==> src/rtl/dsp_rx_sequencer.sv <==
// dsp_rx_sequencer: timed receive-burst sequencer.
// Commands of the form {time, word} are written over the settings bus into a small queue.
// Each command starts a burst of DSP samples, either at a given master_time or immediately.
// Bursts may chain into the next queued command without a gap.
// Optional build macro DSP_RX_SEQ_LATE_ERR_EN traps commands whose start time has already passed.
module dsp_rx_sequencer #(
  parameter int BASE        = 176,
  parameter int QDEPTH_LOG2 = 2
) (
  input  logic        clk,
  input  logic        rst,
  input  logic        set_stb,
  input  logic [7:0]  set_addr,
  input  logic [31:0] set_data,
  input  logic [31:0] master_time,
  input  logic [31:0] sample,
  input  logic        strobe,
  output logic        run,
  output logic [33:0] wr_data,
  output logic        wr_valid,
  input  logic        wr_ready,
  output logic [31:0] burst_time,
  output logic [7:0]  status
);

  localparam int DEPTH = 2 ** QDEPTH_LOG2;
  localparam int CW    = QDEPTH_LOG2 + 1;
  localparam logic [7:0] ADDR_TIME  = 8'(BASE);
  localparam logic [7:0] ADDR_WORD  = 8'(BASE + 1);
  localparam logic [7:0] ADDR_CLEAR = 8'(BASE + 2);
  localparam logic [QDEPTH_LOG2-1:0] PTR_ONE = 1;
  localparam logic [29:0] CNT_ONE = 30'd1;

  typedef enum logic [2:0] {
    IDLE        = 3'd0,
    WAIT_TIME   = 3'd1,
    RUNNING     = 3'd2,
    ERR_OVERRUN = 3'd3,
    ERR_LATE    = 3'd4,
    ERR_CHAIN   = 3'd5
  } state_t;

  state_t state, state_n;

  logic [31:0]            pend_time;
  logic [63:0]            q_mem [DEPTH];
  logic [QDEPTH_LOG2-1:0] wr_ptr, rd_ptr;
  logic [CW-1:0]          q_count;
  logic [2:0]             q_count3;
  logic                   cmd_ovf, err;
  logic                   time_wr, word_wr, clear_wr, q_full, q_nonempty, do_push;
  logic [63:0]            head;
  logic [31:0]            head_time;
  logic                   head_now, head_chain;
  logic [29:0]            head_num;
  logic [29:0]            cur_num, sample_cnt, cnt_n;
  logic                   cur_chain, sof_pend;
  logic                   pop, do_write, set_eof, load_head, start_burst;

  assign time_wr    = set_stb && (set_addr == ADDR_TIME);
  assign word_wr    = set_stb && (set_addr == ADDR_WORD);
  assign clear_wr   = set_stb && (set_addr == ADDR_CLEAR);
  assign q_full     = (q_count == CW'(DEPTH));
  assign q_nonempty = (q_count != '0);
  assign do_push    = word_wr && !clear_wr && !q_full;

  assign head       = q_mem[rd_ptr];
  assign head_time  = head[63:32];
  assign head_now   = head[31];
  assign head_chain = head[30];
  assign head_num   = head[29:0];

`ifdef DSP_RX_SEQ_LATE_ERR_EN
  logic [31:0] late_diff;
  logic        is_late;
  assign late_diff = master_time - head_time;
  assign is_late   = !late_diff[31] && (late_diff != '0);
`endif

  assign run      = (state == RUNNING);
  assign err      = (state == ERR_OVERRUN) || (state == ERR_LATE) || (state == ERR_CHAIN);
  assign q_count3 = 3'(q_count);
  assign status   = {state, q_count3, cmd_ovf, err};

  // Command storage; pointers and occupancy live in the control block below.
  always_ff @(posedge clk) begin
    if (do_push) q_mem[wr_ptr] <= {pend_time, set_data};
  end

  // Queue pointers, occupancy, overflow flag and the pending start time register.
  always_ff @(posedge clk) begin
    if (rst) begin
      wr_ptr    <= '0;
      rd_ptr    <= '0;
      q_count   <= '0;
      cmd_ovf   <= 1'b0;
      pend_time <= '0;
    end else begin
      if (time_wr) pend_time <= set_data;
      if (clear_wr) begin
        wr_ptr  <= '0;
        rd_ptr  <= '0;
        q_count <= '0;
        cmd_ovf <= 1'b0;
      end else begin
        if (word_wr && q_full) cmd_ovf <= 1'b1;
        if (do_push) wr_ptr <= wr_ptr + PTR_ONE;
        if (pop) rd_ptr <= rd_ptr + PTR_ONE;
        q_count <= q_count + CW'(do_push) - CW'(pop);
      end
    end
  end

  // Sequencer state register.
  always_ff @(posedge clk) begin
    if (rst) state <= IDLE;
    else     state <= state_n;
  end

  // Next state, queue pop and sample write decisions; a clear overrides everything.
  always_comb begin
    state_n     = state;
    pop         = 1'b0;
    do_write    = 1'b0;
    set_eof     = 1'b0;
    load_head   = 1'b0;
    start_burst = 1'b0;
    cnt_n       = sample_cnt;
    if (clear_wr) begin
      state_n = IDLE;
    end else begin
      case (state)
        IDLE: begin
          if (q_nonempty) state_n = WAIT_TIME;
        end
        WAIT_TIME: begin
          if (head_now || (master_time == head_time)) begin
            pop         = 1'b1;
            load_head   = 1'b1;
            start_burst = 1'b1;
            cnt_n       = '0;
            state_n     = RUNNING;
          end
`ifdef DSP_RX_SEQ_LATE_ERR_EN
          else if (is_late) begin
            pop     = 1'b1;
            state_n = ERR_LATE;
          end
`endif
        end
        RUNNING: begin
          if (strobe) begin
            if (!wr_ready) begin
              state_n = ERR_OVERRUN;
            end else begin
              do_write = 1'b1;
              cnt_n    = sample_cnt + CNT_ONE;
              if ((cur_num != '0) && (cnt_n == cur_num)) begin
                if (cur_chain && q_nonempty) begin
                  pop       = 1'b1;
                  load_head = 1'b1;
                  cnt_n     = '0;
                end else begin
                  set_eof = 1'b1;
                  state_n = cur_chain ? ERR_CHAIN : IDLE;
                end
              end
            end
          end
        end
        default: state_n = state;
      endcase
    end
  end

  // Burst bookkeeping and the registered write port toward the downstream FIFO.
  always_ff @(posedge clk) begin
    if (rst) begin
      sample_cnt <= '0;
      cur_num    <= '0;
      cur_chain  <= 1'b0;
      sof_pend   <= 1'b0;
      burst_time <= '0;
      wr_valid   <= 1'b0;
      wr_data    <= '0;
    end else begin
      sample_cnt <= cnt_n;
      wr_valid   <= do_write;
      if (load_head) begin
        cur_num   <= head_num;
        cur_chain <= head_chain;
      end
      if (start_burst) begin
        burst_time <= master_time;
        sof_pend   <= 1'b1;
      end else if (do_write) begin
        sof_pend <= 1'b0;
      end
      if (do_write) wr_data <= {sof_pend, set_eof, sample};
    end
  end

endmodule

==> config.mk <==
export PLATFORM = sky130hd
export DESIGN_NAME = dsp_rx_sequencer
export DESIGN_NICKNAME = d
export VERILOG_FILES = /design/src/rtl/dsp_rx_sequencer.sv
export SDC_FILE = /design/constraint.sdc
export NUM_CORES = 1
export LEC_CHECK = 0
export ABC_AREA = 1
export BUFFER_PORTS_ARGS = -buffer_cell sky130_fd_sc_hd__buf_2
export CAP_MARGIN = 5
export CORE_ASPECT_RATIO = 0.8
export CORE_MARGIN = 3
export CORE_UTILIZATION = 50
export DETAILED_ROUTE_END_ITERATION = 7
export PLACE_DENSITY = 0.66
export SETUP_SLACK_MARGIN = 0.15
export SYNTH_ARGS = -nofsm -noshare
export SYNTH_HDL_FRONTEND = slang
export SYNTH_SLANG_ARGS = --single-unit
==> constraint.sdc <==
create_clock -name clk -period 6.2 [get_ports clk]
set_input_delay 1.24 -clock clk [delete_from_list [all_inputs] [get_ports clk]]
set_output_delay 1.24 -clock clk [all_outputs]
set_load 0.02 [all_outputs]
* Yosys cells after proc, flatten, opt, wreduce, memory -nomap -nowiden *
Memories as Yosys holds them, arrays and structs flattened. A register that Yosys moved wholly into a read port is not among the register bits.
Index checks and enable logic that the tools add are counted.

word-level totals
  register bits after elaboration = 172
  latch bits = 0
  RAM bits = 256
  memory bits (read-only) = 0
  input bits = 109
  output and inout port bits = 76
  word-level logic and storage cells = 98
  memories = 1

memories
  name   depth  bits a word  rd ports  clocked after Yosys merged registers in  wr ports  RTL line  source
  q_mem  4      64           1         1                                        1         46        logic [63:0] q_mem [DEPTH];

operators by class
  $add $sub $neg = 5
  $mul = 0
  divide/modulo/power cells = 0
  magnitude comparators = 0
  eq/ne operators = 17
  shift operators = 0
  mux-type cells = 39
  bitwise operators = 1
  reduce and logical (&&, ||, !) cells = 22

operators by type and width
  cell                                                 count
  two-way mux 30 bit                                   5
  case mux 30 bit (2 select lines)                     1
  equality test 32 bit                                 1
  adder 30 x 1 -> 30 bit, second input constant        1
  equality test 30 bit                                 1
  nonzero test 30 bit                                  1
  equality test 8 bit, second input constant           3
  two-way mux 1 bit                                    22
  two-way mux 3 bit                                    7
  equality test 3 bit, second input constant           3
  case mux 3 bit (3 select lines)                      1
  logical AND 1 bit                                    8
  equality test 3 x 2 -> 1 bit, second input constant  2
  inequality test 2 bit, second input constant         3
  AND reduction 6 bit                                  1
  nonzero test 3 bit                                   2
  AND reduction 5 bit                                  1
  adder 2 x 1 -> 2 bit, second input constant          2
  two-way mux 2 bit                                    2
  nonzero test 2 bit                                   2
  adder 3 x 1 -> 3 bit                                 1
  equality test 3 x 1 -> 1 bit, second input constant  1
  logical NOT 3 bit                                    1
  logical OR 1 bit                                     3
  8 further kinds                                      9

* Logic depth before layout (Yosys ltp) *
  depth in word-level cells = 10
  depth in mapped cells = 23
  gate-level depth less buffers = 22

* Least setup slack after synthesis *
Ideal clock, no wire load.

  path type = input-to-reg
  from = in set_stb
  to = mem q_mem[0][0] (enable)
  library setup time = 487 ps
  arrival time = 4,711 ps
  data required time = 5,713 ps
  slack = 1,002 ps
  cell stages on the path = 6
  path buffers = 0
  path through = inv_1 > nor2_1 > nand4_1 > nor2_1 > clkinv_1 > nor2_1

on the way
  cells in the longest elaborated chain, start to end = 6
  elaborated cells between the ends (all ways) = 7
  classes of those cells = 2 x mux; 5 x reduce/logical

RTL lines
  element                                    RTL line  source
  start: declaration                         12        input logic set_stb,
  logical AND 1 bit                          62        assign clear_wr = set_stb && (set_addr == ADDR_CLEAR);
  logical NOT 1 bit                          65        assign do_push = word_wr && !clear_wr && !q_full;
  logical AND 1 bit * (2 in series)          65
  two-way mux 1 bit *                        87        if (do_push) q_mem[wr_ptr] <= {pend_time, set_data};
  two-way mux 1 bit (implied by the code) *  87
  end: declaration                           46

Every way passes the cells marked *; elsewhere a longest branch is shown, timed or not.

==> results.cfg <==
[outcome]
status = finished clean

[timing]
relSlewSlack_pct = 22.12
finalHoldViolations = 0
skew_ns = 0.01634
fmax_ghz = 0.2386
worstMarginPinSlew_ns = 1.165
finalSetupTns_ns = 0
timing.final.crit_share_pct = 67.60
setup_ws_ns = 2.009
finalCriticalPeriod_ns = 4.191
drv_slew = 0
setup_viol = 0
rsz0062_at_grt = false

[synth]
ys_seq_elements = 430
yosys.area.top_type_share_pct = 42.41
synthCells = 1947
synthFlopType = edfxtp_1
postSynth.asyncResetShare_pct = 0
yosysUniqueCellTypes = 44
synth_seq_area_share_pct = 61.63
synth_warnings = 0
synth-edff-count = 256
avgSynthCellArea_sq_um = 9.309
synth.largest_area_cell = edfxtp_1
synth_fp_nets = 2064
syn-cell-area_sq_um = 18120
synth_area_leaders = edfxtp_1, dfxtp_1, nand2_1

[die]
io_pins = 185
dieWidth_um = 218.9
dieArea_sq_um = 38580
die_h_um = 176.3
fp.coreArea_sq_um = 35260
initial_utilization_pct = 51.40
row_count = 61

[power_and_ir_drop]
p_int_mw = 4.939
p_clk_share_pct = 36.7
power_frac_seq_pct = 47.4
powerDensity_nw_per_um2 = 329.2
p_comb_share_pct = 16.0
peakVddDrop_v = 0.0001833
sw_frac_of_total_pct = 27.87
p_leak_nw = 7.971
p_sw_mw = 1.908

[global_routing]
grt_usage_pct = 22.76
first_global_vias = 13100
grt_pass1_wl_mm = 70.27
antenna_found_initial = 1
grt.overflow.total = 0
grt_max_degree = 129

[setup_path]
reg2reg_slack_ns = 2.01
arrival_ns = 4.60
endpoint_kind = flop
start_kind = flop
cp_max_fo = 34
path_class = reg2reg
cp.required_ns = 6.61

[clock_tree]
htree_num_levels = 2
cts-resized-gates = 0
path_clk_slew_ns = 0.06
numClockSinks = 430
cts-root-buf = clkbuf_16
hold_buffers = 0
cts_buffers = 42
insertion_delay_ns = 0.53
postCtsSetupBuffers = 0
cts_tree = built
ctsLongestPathBuffers = 3

[finish]
layout_commonest_cell = nand2_1
syn_to_final_growth_pct = 14.75
nNetsFinal = 2219
mostFrequentLayoutCells = nand2_1, nor2_1, edfxtp_1, buf_2, dfxtp_1
drive_gt1_share_pct = 15.22
final_util_pct = 58.98

[routing]
drt_iter0_markers = 1264
ant_nets = 0
vias_per_cell = 5.296
dr.pass1.iters = 5
drc = 0
wire_per_inst_um = 17.02
via_count = 13810
drt-total-wl_mm = 44.39

[hold_path]
hold_path_class = reg2reg
hold_start = burst_time[12]$_SDFFE_PP0P_

[placed_design]
place_ws_ns = 1.963
hpwl_mm = 28.59
io_buffers = 184
gp_congestion = 0.9102

[run]
cap_violations = 0
## power groups by stage
stage                     clock network (mW)  registers [mW]  logic (mW)
after floorplan                            0            3.37       0.672
after global placement                     0            3.30        1.07
after detailed placement                   0            3.30        1.09
after CTS                               2.55            3.24        1.09
after global routing                    2.68            3.26        1.22
final                                   2.51            3.24        1.09
## per-layer routing
layer / GRT usage [%] / vias to the layer above / wire length [um]
met3: 3.648 / 68 / 2980
met1: 33.53 / 6487 / 20360
li1: - / 6850 / -
met4: 5.830 / 2 / 948
met5: 0 / - / 16
met2: 35.42 / 406 / 20080
## flip-flops by register name, summed over array words and instances (netlist names), named ones only
name	count
q_mem	256
wr_data	34
burst_time	32
pend_time	32
cur_num	30
sample_cnt	30
q_count	3
state	3
rd_ptr	2
wr_ptr	2
cmd_ovf	1
cur_chain	1
sof_pend	1
wr_valid	1
## cells by family after synthesis
family | after synthesis | synth area share, %
AND/OR/NAND/NOR | 960 | 22.44
flip-flops | 430 | 61.63
AO/OA/AOI/OAI | 308 | 8.878
buffers and inverters | 207 | 4.736
XOR/XNOR | 34 | 1.719
adder cells (fa/ha/maj) | 8 | 0.5937
## layout make-up
type	instances	area, sq um
antenna	1	2.502
clock buffer	59	1216
clock inverter	18	148.9
fill	3056	14460
inverter	112	421.7
multi-input combinational	1310	6145
sequential	430	11180
tap	472	590.6
timing repair buffer	206	1099
## final timing paths
check	end	cells past startpoint
min	burst_time[12]$_SDFFE_PP0P_	2
max reg2reg	q_count[1]$_SDFF_PP0_	20
min reg2reg	burst_time[12]$_SDFFE_PP0P_	2
max	q_count[1]$_SDFF_PP0_	20
## per-stage QoR
step / power [mW] / instance area (sq um) / hold WS, ns / cells
global route: 7.155 / 20800 / 0.4542 / 2607
global placement: 4.373 / 19430 / 0.4296 / 2530
detailed placement: 4.394 / 19430 / 0.4344 / 2530
finish: 6.848 / 20800 / 0.4428 / 2608
CTS: 6.889 / 20800 / 0.4441 / 2607
floorplan: 4.041 / 18120 / 0.4422 / 1947
## cell usage after synthesis, drive strengths merged (7+ instances only)
cell type    n
a21oi      102
edfxtp     256
dfxtp      174
nor2       305
nand4        8
o22ai       31
nand2      452
clkbuf      58
ha           7
nand3b      13
xor2        27
nand3      165
o21ai      170
inv        110
buf         37
## critical path, stage by stage, from the launching register on
cell	delay, ns
dfxtp_2	0.33
inv_2	0.42
buf_4	0.33
nand3_1	0.11
nand2_1	0.10
xor2_1	0.16
nand2_1	0.08
nor2_1	0.31
nand2_1	0.10
nor2_1	0.12
nand2_1	0.20
nand2_1	0.20
nand2_1	0.12
a21oi_4	0.15
buf_4	0.34
ha_1	0.30
inv_1	0.05
ha_1	0.15
fa_1	0.40
inv_1	0.06
nor2_1	0.03
No activity file was read; power rests on OpenSTA's default activity.
